`src/rtl/llr_mem_writer.sv`:
```
// llr_mem_writer: packs a stream of signed LLR beats into wide memory words.
// Each packet starts on a fresh word at address 1 upward. Address 0 receives a
// header word holding the packet count once the job completes. Writes that
// would land beyond the legal memory range are dropped, and a sticky overflow
// flag is raised instead.
module llr_mem_writer #(
  parameter int LANES    = 16,
  parameter int LLR_W    = 12,
  parameter int MEM_WORD = 1453,
  parameter int ADDRW    = 11
) (
  input  logic                     clk,
  input  logic                     rst_n,
  input  logic                     module_en,
  input  logic [5:0]               pack_num,
  input  logic                     in_valid,
  output logic                     in_ready,
  input  logic [LLR_W-1:0]         in_llr,
  input  logic                     in_last,
  output logic                     wen,
  output logic [ADDRW-1:0]         waddr,
  output logic [LANES*LLR_W-1:0]   wdata,
  output logic                     proc_done,
  output logic                     ovf
);

  localparam int WORD_W = LANES * LLR_W;
  localparam int LANE_W = (LANES > 1) ? $clog2(LANES) : 1;
  // One spare bit so the word counter can run past the last legal address
  // without wrapping back onto low addresses during an overflow.
  localparam int CNT_W  = ADDRW + 1;
  localparam logic [CNT_W-1:0]  MEM_LIMIT = CNT_W'(MEM_WORD);
  localparam logic [LANE_W-1:0] LAST_LANE = LANE_W'(LANES - 1);

  typedef enum logic [2:0] {IDLE, FILL, FLUSH, HDR, DONE} state_t;

  state_t              state_q, state_d;
  logic                en_prev_q;
  logic [5:0]          pack_q, pack_d;
  logic [CNT_W-1:0]    addr_q, addr_d;
  logic [LANE_W-1:0]   lane_q, lane_d;
  logic [5:0]          pkt_q, pkt_d;
  logic [WORD_W-1:0]   word_q, word_d;
  logic                wen_q, wen_d;
  logic [ADDRW-1:0]    waddr_q, waddr_d;
  logic [WORD_W-1:0]   wdata_q, wdata_d;
  logic                done_q, done_d;
  logic                ovf_q, ovf_d;

  logic [WORD_W-1:0]   beat_word;
  logic [5:0]          pkt_inc;
  logic                en_rise;

  assign en_rise = module_en && !en_prev_q;
  assign pkt_inc = pkt_q + 6'd1;

  // Current word buffer with the incoming beat merged into the active lane.
  always_comb begin
    beat_word = word_q;
    for (int i = 0; i < LANES; i++) begin
      if (lane_q == LANE_W'(i)) begin
        beat_word[i*LLR_W +: LLR_W] = in_llr;
      end
    end
  end

  // Next-state, counters and registered write port.
  always_comb begin
    state_d   = state_q;
    pack_d    = pack_q;
    addr_d    = addr_q;
    lane_d    = lane_q;
    pkt_d     = pkt_q;
    word_d    = word_q;
    wen_d     = 1'b0;
    waddr_d   = waddr_q;
    wdata_d   = wdata_q;
    done_d    = 1'b0;
    ovf_d     = ovf_q;

    case (state_q)
      IDLE: begin
        if (en_rise) begin
          pack_d = pack_num;
          addr_d = CNT_W'(1);
          lane_d = '0;
          pkt_d  = '0;
          word_d = '0;
          ovf_d  = 1'b0;
          if (pack_num == 6'd0) begin
            // Empty job: go straight to the header write.
            state_d      = HDR;
            wen_d        = 1'b1;
            waddr_d      = '0;
            wdata_d      = '0;
            wdata_d[5:0] = pack_num;
          end else begin
            state_d = FILL;
          end
        end
      end

      FILL: begin
        if (!module_en) begin
          // Abort: drop the partial word, nothing more is written.
          state_d = IDLE;
          word_d  = '0;
          lane_d  = '0;
        end else if (in_valid) begin
          if ((lane_q == LAST_LANE) || in_last) begin
            if (addr_q < MEM_LIMIT) begin
              wen_d   = 1'b1;
              waddr_d = addr_q[ADDRW-1:0];
              wdata_d = beat_word;
            end else begin
              ovf_d = 1'b1;
            end
            word_d = '0;
            lane_d = '0;
            if (addr_q != {CNT_W{1'b1}}) begin
              addr_d = addr_q + 1'b1;
            end
            if (in_last) begin
              pkt_d = pkt_inc;
              if (pkt_inc == pack_q) begin
                state_d = FLUSH;
              end
            end
          end else begin
            word_d = beat_word;
            lane_d = lane_q + 1'b1;
          end
        end
      end

      FLUSH: begin
        // The final data word is on the write port during this cycle.
        if (!module_en) begin
          state_d = IDLE;
        end else begin
          state_d      = HDR;
          wen_d        = 1'b1;
          waddr_d      = '0;
          wdata_d      = '0;
          wdata_d[5:0] = pack_q;
        end
      end

      HDR: begin
        state_d = DONE;
        done_d  = 1'b1;
      end

      DONE: begin
        if (!module_en) begin
          state_d = IDLE;
        end
      end

      default: state_d = IDLE;
    endcase
  end

  // State and datapath registers; reset clears everything immediately.
  always_ff @(posedge clk or negedge rst_n) begin
    if (!rst_n) begin
      state_q   <= IDLE;
      en_prev_q <= 1'b0;
      pack_q    <= '0;
      addr_q    <= '0;
      lane_q    <= '0;
      pkt_q     <= '0;
      word_q    <= '0;
      wen_q     <= 1'b0;
      waddr_q   <= '0;
      wdata_q   <= '0;
      done_q    <= 1'b0;
      ovf_q     <= 1'b0;
    end else begin
      state_q   <= state_d;
      en_prev_q <= module_en;
      pack_q    <= pack_d;
      addr_q    <= addr_d;
      lane_q    <= lane_d;
      pkt_q     <= pkt_d;
      word_q    <= word_d;
      wen_q     <= wen_d;
      waddr_q   <= waddr_d;
      wdata_q   <= wdata_d;
      done_q    <= done_d;
      ovf_q     <= ovf_d;
    end
  end

  assign in_ready  = (state_q == FILL);
  assign wen       = wen_q;
  assign waddr     = waddr_q;
  assign wdata     = wdata_q;
  assign proc_done = done_q;
  assign ovf       = ovf_q;

endmodule

```
`config.mk`:
```
export PLATFORM = sky130hd
export DESIGN_NAME = llr_mem_writer
export DESIGN_NICKNAME = d
export VERILOG_FILES = /design/src/rtl/llr_mem_writer.sv
export SDC_FILE = /design/constraint.sdc
export NUM_CORES = 1
export LEC_CHECK = 0
export BUFFER_PORTS_ARGS = -buffer_cell sky130_fd_sc_hd__buf_4
export CORE_ASPECT_RATIO = 0.9
export CORE_MARGIN = 1
export CORE_UTILIZATION = 55
export CTS_CLUSTER_SIZE = 24
export DETAILED_ROUTE_END_ITERATION = 10
export PLACE_DENSITY = 0.76
export REMOVE_ABC_BUFFERS = 1
export SLEW_MARGIN = 20
export SYNTH_ARGS = -nofsm -noshare
export SYNTH_HDL_FRONTEND = slang
export SYNTH_SLANG_ARGS = --single-unit
```
`constraint.sdc`:
```
create_clock -name clk -period 5.8 [get_ports clk]
set_input_delay 0 -clock clk [delete_from_list [all_inputs] [get_ports clk]]
set_output_delay 0 -clock clk [all_outputs]
set_load 0.03 [all_outputs]
```
# [Word level (Yosys, flattened, before mapping)]
# Index checks and enable logic that the tools add are counted.
[word_totals] ff_bits=430 mem_bits_rw=0 mem_count=0 rom_bits=0 out_inout_bits=207 latchBits=0 in_bits=23
[op_classes] reduce_logical=15 n_eq_ne=36 mul=0 muxes=79 div=0 shift=0 magnitude_cmp=1 bitwise=0 add_sub_neg=3
[op_table] cell="$mux W192" count=11
[op_table] cell="$pmux W192 S3" count=1
[op_table] cell="$pmux W192 S2" count=1
[op_table] cell="$mux W12" count=21
[op_table] cell="$mux W11" count=7
[op_table] cell="$pmux W11 S3" count=1
[op_table] cell="$eq A4 B4 Y1 const B" count=8
[op_table] cell="$mux W6" count=5
[op_table] cell="$pmux W12 S2" count=1
[op_table] cell="$reduce_and A6 Y1" count=4
[op_table] cell="$mux W3" count=7
[op_table] cell="$eq A4 B3 Y1 const B" count=4
[op_table] cell="$mux W4" count=4
[op_table] cell="$pmux W3 S5" count=1
[op_table] cell="$ne A2 B2 Y1 const B" count=7
[op_table] cell="$mux W1" count=13
[op_table] cell="$add A12 B1 Y12 const B" count=1
[op_table] cell="$lt A12 B11 Y1 const B" count=1
[op_table] cell="$ne A12 B12 Y1 const B" count=1
[op_table] cell="$pmux W6 S2" count=1
[op_table] cell="$ne A3 B2 Y1 const B" count=3
[op_table] cell="$eq A4 B2 Y1 const B" count=2
[op_table] cell="$ne A2 B1 Y1 const B" count=4
[op_table] cell="$pmux W4 S2" count=1
[op_table] cell="other kinds (22)" count=24

# [Longest topological paths before layout]
# Gate-level depths: netlist of run 1.
[depth] word_depth=8 ltp_mapped=10

# [Least setup slack after synthesis of run 1]
# No wires, ideal clock.
[synth_timing] path_type="flip-flop to flip-flop" from="reg state_q[2]" to="reg waddr_q[9] (netlist: waddr[9])" required_ns=5.672 slack_ns=3.616 stages_incl_launch_ff=10 path_buffers=4 arrival_ns=2.056 synth_period_minus_slack_ns=2.184 cell_sequence="dfrtp_1 buf_2 or3b_1 inv_2 buf_6 nand4b_4 o21ai_4 buf_6 buf_6 mux2_1"
[synth_between] elab_chain_cells=3 elab_cells_between_ends=13 cone_classes="9 x eq/ne; 1 x mux; 3 x reduce/logical"
[synth_rtl] item="start, declared" line="37" rtl="state_t state_q, state_d;"
[synth_rtl] item="start signal, assigned" line="180" rtl="state_q <= state_d;"
[synth_rtl] item="$eq A3 B1 Y1, or another cell as far along" line="81" rtl="case (state_q)"
[synth_rtl] item="$ne A2 B1 Y1 (no source line), or another cell as far along"
[synth_rtl] item="$reduce_and A8 Y1 (no source line)"
[synth_rtl] item="end signal, assigned" line="188" rtl="waddr_q <= waddr_d;"
[synth_rtl] item="end, declared" line="45" rtl="logic [ADDRW-1:0] waddr_q, waddr_d;"
# Several ways; a longest one is shown, not always the timed one.
# A chain may end at the register's enable or synchronous reset.

# [Final worst setup path of run 1]
[layout_timing] from="reg state_q[0]" to="reg word_q[82]"
[layout_between] elab_chain_cells=3 elab_cells_between_ends=7 cone_classes="3 x eq/ne; 1 x mux; 3 x reduce/logical"
[layout_rtl] item="$eq A3 B1 Y1 / $logic_not A3 Y1 (equally long branches)" line="81"
[layout_rtl] item="$ne A3 B3 Y1 (no source line), or another cell as far along"
[layout_rtl] item="$reduce_and A3 Y1 (no source line)"
[layout_rtl] item="end signal, assigned" line="186" rtl="word_q <= word_d;"
[layout_rtl] item="end, declared" line="43" rtl="logic [WORD_W-1:0] word_q, word_d;"
# Several ways; a longest one is shown, not always the timed one.

==> out/metrics.cfg, run 1 <==
[outcome]
status=finished clean

[floorplan]
die_area_sq_um=36400
core_sq_um=35100
die_w_um=201
die_h_um=181
initial_utilization_pct=55.9
ios=230
rows=65

[cts]
cts_buffer_depth=3
post_cts_buffers=0
clock-sinks=430
clkTransAtPathRegs_ps=70
insertion_delay_ps=560
cts_root_buf=clkbuf_16
cts_tree=yes
htree_levels=2
cts_buffers=45

[worst_setup_path]
crit_path_end_kind=register
slowest_stage=o21ai_1
cp.required_ps=6250
arrival_ps=4360
path_cells=or3b_4 -> inv_2 -> nand3_1 -> o21ai_1 -> o2bb2ai_1
crit_family=simple AND/OR/NAND/NOR gates
cp-start-kind=register
critPathMaxFanout=35
slowest_delay_ps=1030
cp_num_buf_inv=1
critPathKind=register to register

[cells_and_area]
fillers=2700
final_nets=2029
final_common_cell=nand2_1
diodes=0
syn_to_final_growth_pct=16.7
regArea_sq_um=10800
drive_above_1_share_pct=18.5
stdcell_area_sq_um=22800
multiInputGateArea_sq_um=7950
mostFrequentLayoutCells=nand2_1, dfrtp_1, buf_4, a21oi_1, o2bb2ai_1

[sta]
finalMaxSlewViolations=0
min_period_ps=3900
fin_crit_sh_pct=67.3
worstMarginPinSlew_ps=1140
fin_skew_ps=29.3
hold_violations=0
rsz0062_at_grt=no
slew_headroom_pct=24.1
setup_violations=0
timing.fmax_mhz=256
holdWs_ps=53.0

[grt]
grt-ovfl-total=0
busiest_layer=met2
grt_pass1_wl_mm=85.8
track_usage_pct=30.4
met3_usage_pct=6.08
grt_util_met1_pct=43.1
grt_pass1_vias=14800
grtUsageMet2_pct=46.3
antenna_found_initial=0
grt_max_degree=162

[place]
io_buffers=229
dpl_cell_area_sq_um=21200
dp_hpwl_mm=33.2
place_congestion=0.855

[yosys]
synth_area_sq_um=19600
ys_ff_latch=430
yosysWarnings=0
synthXorXnorAreaFrac_pct=0.268
ys_types=53
avgSynthCellArea_sq_um=10.5
synthSimpleGateAreaFrac_pct=12.3
synth_fa_ha_area_share_pct=0.447
synthMuxAreaShare_pct=12.0
syn_inst=1870
seq_area_frac_synth_pct=55.0
synth_top_family_by_area=compound AO/OA/AOI/OAI gates
synth_edf_count=0
async_flop_share_pct=100
synth-compound-area-share_pct=15.6
yosys_most_used_dff=dfrtp_1

[power_and_ir_drop]
p_leak_nw=10.4
swShare_pct=34.4
max-vdd-ir-drop_mv=0.249
p_switching_w=0.00281
p_seq_share_pct=40.0
internal-power_w=0.00535
combinationalPowerShare_pct=24.1
pwr_density_cell_nw_per_um2=357
p_clk_share_pct=35.9

[route]
totalWireLength_mm=55.0
drt.antenna.violating_nets=0
first_pass_iters=5
avgViaCountPerCell=6.06
vias=15200
initialDrtViolationCount=1658
remaining_drc_errors=0
wire_per_inst_um=22.0

[flow_run]
cap_violations=0

[worst_hold_path]
hold_path_class=primary input to register

==> per-stage QoR <==
stage	setup WS (ps)	cells	util [%]	TNS, ps	power, W
after floorplan	-1970	1701	-	-457310	0.00449
after global placement	2180	2410	60.5	0	0.00518
after detailed placement	2020	2410	60.5	0	0.00524
after CTS	1950	2504	65.2	0	0.00816
after global routing	1750	2504	65.2	0	0.00846
final	1900	2504	65.2	0	0.00816
==> worst paths after layout <==
check	from	end	slack [ps]	cells after the start
min in group asynchronous	rst_n	wdata[59]	120	2
hold reg to reg	word_q[2]	word_q[2]	480	2
setup reg to reg	state_q[0]	word_q[82]	1900	5
setup / recovery	state_q[0]	word_q[82]	1900	5
hold / removal	in_llr[4]	word_q[4]	50	3
max in group asynchronous	rst_n	waddr[6]	4260	3
==> flip-flops by register name (all words and copies together), names as in the netlist <==
name,count
ovf,1
waddr,11
pack_q,6
proc_done,1
wen,1
pkt_q,6
wdata,192
lane_q,4
word_q,192
en_prev_q,1
state_q,3
addr_q,12
==> kinds of logic after synthesis <==
family          count (synthesis)
flops                         430
buf+inv                       186
mux                           210
xor+xnor                        6
simple gates                  579
compound gates                452
fa+ha+maj                       7
==> cells in the mapped netlist, types with 5 or more instances <==
cell type  number  area share (%)
dfrtp_1       430              55
mux2i_1        15            0.77
o21ai_1        15            0.38
ha_1            7            0.45
and2_0         10            0.32
nor2b_1        19            0.61
clkbuf_1      120             2.3
inv_1          15            0.29
mux2_1        141             8.1
nand3_1        13            0.33
nor2_1         20            0.38
a21oi_1       194             5.0
buf_2          26            0.66
o2bb2ai_1     174             7.8
or4_1           5            0.19
mux2_2         54             3.1
nor3_1          5            0.13
o211ai_1        5            0.19
a31oi_1         7            0.22
o21ai_0        25            0.64
a22oi_1         6            0.23
nand2b_1        6            0.19
nand2_1       473             9.1
o221ai_1        7            0.31
buf_6          18             1.0
and3_1          8            0.26
o31ai_1         5            0.19
==> worst min-delay path, cell delays in order <==
cell     delay [ps]
buf_4           230
mux2i_1         210
o21ai_0          90
==> metal layers <==
layer  vias up  part of all wire, %
met4         2                  3.5
met3       148                  8.6
met1      7508                   42
met2       752                   46
li1       6763                    -
met5         -                 0.14
==> power groups by stage <==
| stage | Sequential [W] | Combinational [W] | Clock, W |
|---|---|---|---|
| after global placement | 0.00331 | 0.00187 | 0 |
| after global routing | 0.00328 | 0.00209 | 0.00310 |
| after CTS | 0.00326 | 0.00194 | 0.00296 |
| after floorplan | 0.00342 | 0.00107 | 0 |
| after detailed placement | 0.00331 | 0.00193 | 0 |
| final | 0.00326 | 0.00197 | 0.00293 |
==> layout make-up <==
type                            count  area share, %
Clock buffer                       69           6.08
Clock inverter                     14          0.569
Inverter                           17          0.279
Multi-Input combinational cell   1254           34.8
Sequential cell                   430           47.1
Tap cell                          469           2.57
Timing Repair Buffer              251           8.64
==> repair_timing <==
item,4_1_cts,5_1_grt
hold buffers,11,0
hold endpoints to repair,142,0
resized for setup,0,0
Power figures use the tool's default switching activity.
==> run 2, diff against run 1 <==
--- a/config.mk
+++ b/config.mk
@@ -8,7 +8,7 @@
 export BUFFER_PORTS_ARGS = -buffer_cell sky130_fd_sc_hd__buf_4
 export CORE_ASPECT_RATIO = 0.9
 export CORE_MARGIN = 1
-export CORE_UTILIZATION = 55
+export CORE_UTILIZATION = 53
 export CTS_CLUSTER_SIZE = 24
 export DETAILED_ROUTE_END_ITERATION = 10
 export PLACE_DENSITY = 0.76
==> constraint.sdc (replaced) <==
create_clock -name clk -period 3.45 [get_ports clk]
set_input_delay 0 -clock clk [delete_from_list [all_inputs] [get_ports clk]]
set_output_delay 0 -clock clk [all_outputs]
set_load 0.03 [all_outputs]
==> out/metrics.cfg, run 2 (synthesis results as in run 1) <==
[worst_setup_path]
timing.rr.start=state_q[0]  ; unchanged
arrival_ps=3400  ; was 4360 ps
startpoint=state_q[0]  ; unchanged
slowest_delay_ps=700  ; was 1030 ps
slowest_stage=dfrtp_1  ; was o21ai_1
path_cells=or3b_4 -> inv_2 -> nand4b_4 -> o21ai_4 -> buf_12 -> mux2_2  ; was or3b_4 -> inv_2 -> nand3_1 -> o21ai_1 -> o2bb2ai_1
cp-endpoint=wdata[19]  ; was word_q[82]
critPathKind=register to register  ; unchanged
cp.required_ps=3880  ; was 6250 ps
reg2reg_setup_slack_ps=480  ; was 1900 ps
critPathMaxFanout=107  ; was 35
crit_path_end_kind=register  ; unchanged
cp-start-kind=register  ; unchanged
reg2regPathDepth=6  ; was 5
r2r_end=wdata[19]  ; was word_q[82]

[sta]
slew_headroom_pct=31.4  ; was 24.1%
hold_violations=0  ; unchanged
finalMaxSlewViolations=0  ; unchanged
rsz0062_at_grt=no  ; unchanged
min_period_ps=2970  ; was 3900 ps
worst_slack_ps=483  ; was 1900 ps
fin_crit_sh_pct=86.0  ; was 67.3%
setup_violations=0  ; unchanged
worstMarginPinSlew_ps=1030  ; was 1140 ps
timing.fmax_mhz=337  ; was 256 MHz
fin_skew_ps=12.0  ; was 29.3 ps

[cells_and_area]
multiInputGateArea_sq_um=7950  ; unchanged
syn_to_final_growth_pct=17.7  ; was 16.7%
drive_above_1_share_pct=18.8  ; was 18.5%
final_cells=2524  ; was 2504
mostFrequentLayoutCells=nand2_1, dfrtp_1, buf_4, a21oi_1, o2bb2ai_1  ; unchanged
final_util_pct=63.5  ; was 65.2%
final_nets=2046  ; was 2029
diodes=0  ; unchanged
final_common_cell=nand2_1  ; unchanged
regArea_sq_um=10800  ; unchanged
fillers=2853  ; was 2700

[power_and_ir_drop]
combinationalPowerShare_pct=24.6  ; was 24.1%
p_leak_nw=10.5  ; was 10.4 nW
swShare_pct=34.0  ; was 34.4%
p_switching_w=0.00471  ; was 0.00281 W
max-vdd-ir-drop_mv=0.571  ; was 0.249 mV
p_seq_share_pct=39.6  ; was 40.0%
p_clk_share_pct=35.8  ; was 35.9%
pwr_density_cell_nw_per_um2=601  ; was 357 nW/um^2
internal-power_w=0.00915  ; was 0.00535 W

[cts]
cts_root_buf=clkbuf_16  ; unchanged
cts_buffer_depth=3  ; unchanged
insertion_delay_ps=550  ; was 560 ps
cts_tree=yes  ; unchanged
ctsResizeCount=0  ; unchanged
cts_buffers=46  ; was 45
clkTransAtPathRegs_ps=60  ; was 70 ps
clock-sinks=430  ; unchanged
htree_levels=2  ; unchanged

[route]
first_pass_iters=6  ; was 5
vias=15300  ; was 15200
totalWireLength_mm=55.4  ; was 55.0 mm
wire_per_inst_um=22.0  ; about the same
remaining_drc_errors=0  ; unchanged
initialDrtViolationCount=1874  ; was 1658
drt.antenna.violating_nets=0  ; unchanged
avgViaCountPerCell=6.04  ; was 6.06

[floorplan]
die_area_sq_um=37700  ; was 36400 sq um
core_sq_um=36300  ; was 35100 sq um
die_w_um=205  ; was 201 um
initial_utilization_pct=54.0  ; was 55.9%
die_h_um=184  ; was 181 um
rows=66  ; was 65
ios=230  ; unchanged

[flow_run]
cap_violations=0  ; unchanged

[grt]
grt_pass1_wl_mm=86.5  ; was 85.8 mm
track_usage_pct=29.7  ; was 30.4%
grt-ovfl-total=0  ; unchanged
grt_pass1_vias=15000  ; was 14800
grt_max_degree=201  ; was 162
antenna_found_initial=0  ; unchanged

[place]
dp.cells=2431  ; was 2410
place_congestion=0.850  ; was 0.855
dp_hpwl_mm=33.7  ; was 33.2 mm
dp_slack_ps=559  ; was 2020 ps
io_buffers=229  ; unchanged

[worst_hold_path]
hold_path_class=primary input to async pin  ; was primary input to register

[outcome]
status=finished clean  ; unchanged

run 2: cell types whose count changed in the layout (fill, tap and decap cells not counted), sizes merged:
cell and delta:
buf +14, clkinv -8, clkbuf +6, dlygate4sd3 +2, bufinv -1, clkinvlp +1
inv -1
run 2: how the worst min path moves through the flow:
stage / slack (ps) / start / cells past startpoint / endpoint
detailed placement: 160 / rst_n / 1 / wdata[146]
finish: 40 / rst_n / 2 / wdata[146]
CTS: 30 / in_llr[6] / 3 / word_q[150]
floorplan: -300 / rst_n / 0 / addr_q[0]
global route: 40 / in_llr[6] / 3 / word_q[150]
global placement: 150 / rst_n / 1 / wdata[151]
run 2: area by class of cell:
| type | instances | share of cell area (%) |
|---|---|---|
| well taps | 476 | 2.59 |
| clock buffers | 75 | 6.44 |
| multi-input cells | 1254 | 34.5 |
| repair buffers | 267 | 9.25 |
| flip-flops and latches | 430 | 46.7 |
| clock inverters | 5 | 0.239 |
| inverters | 17 | 0.277 |
run 2: routing by layer:
metal / routed length (um) / global-route usage, % / part of all wire [%]
met4: 1900 / 11.6 / 3.4
met5: 0 / 0 / 0
met3: 4950 / 5.92 / 8.9
met2: 25000 / 44.6 / 45
met1: 23500 / 42.4 / 42
run 2: power by group through the flow:
stage          Sequential [W]  Combinational [W]  Clock, W
4_1_cts               0.00548            0.00336   0.00502
5_1_grt               0.00551            0.00362   0.00523
2_1_floorplan         0.00575            0.00179         0
3_3_place_gp          0.00556            0.00327         0
6_report              0.00549            0.00340   0.00497
3_5_place_dp          0.00557            0.00334         0
run 2: what timing repair did:
action | in CTS | in global routing
endpoints found under the hold margin | 134 | 0
hold buffers | 13 | 0
setup buffers | 0 | 0
run 2: through the flow:
step	hold slack [ps]	area (sq um)	TNS, ps	power (W)
floorplan	-296	18800	-1443570	0.00754
global placement	152	21400	0	0.00883
detailed placement	158	21400	0	0.00891
CTS	27.9	23000	0	0.0139
global route	44.7	23000	0	0.0144
finish	36.4	23000	0	0.0139
run 2: worst max-delay path: cells and delay by family, from the launching register on:
family,cells,cell delay [ps]
buf+inv,2,760
flops,1,700
compound gates,1,240
simple gates,2,640
mux,1,400
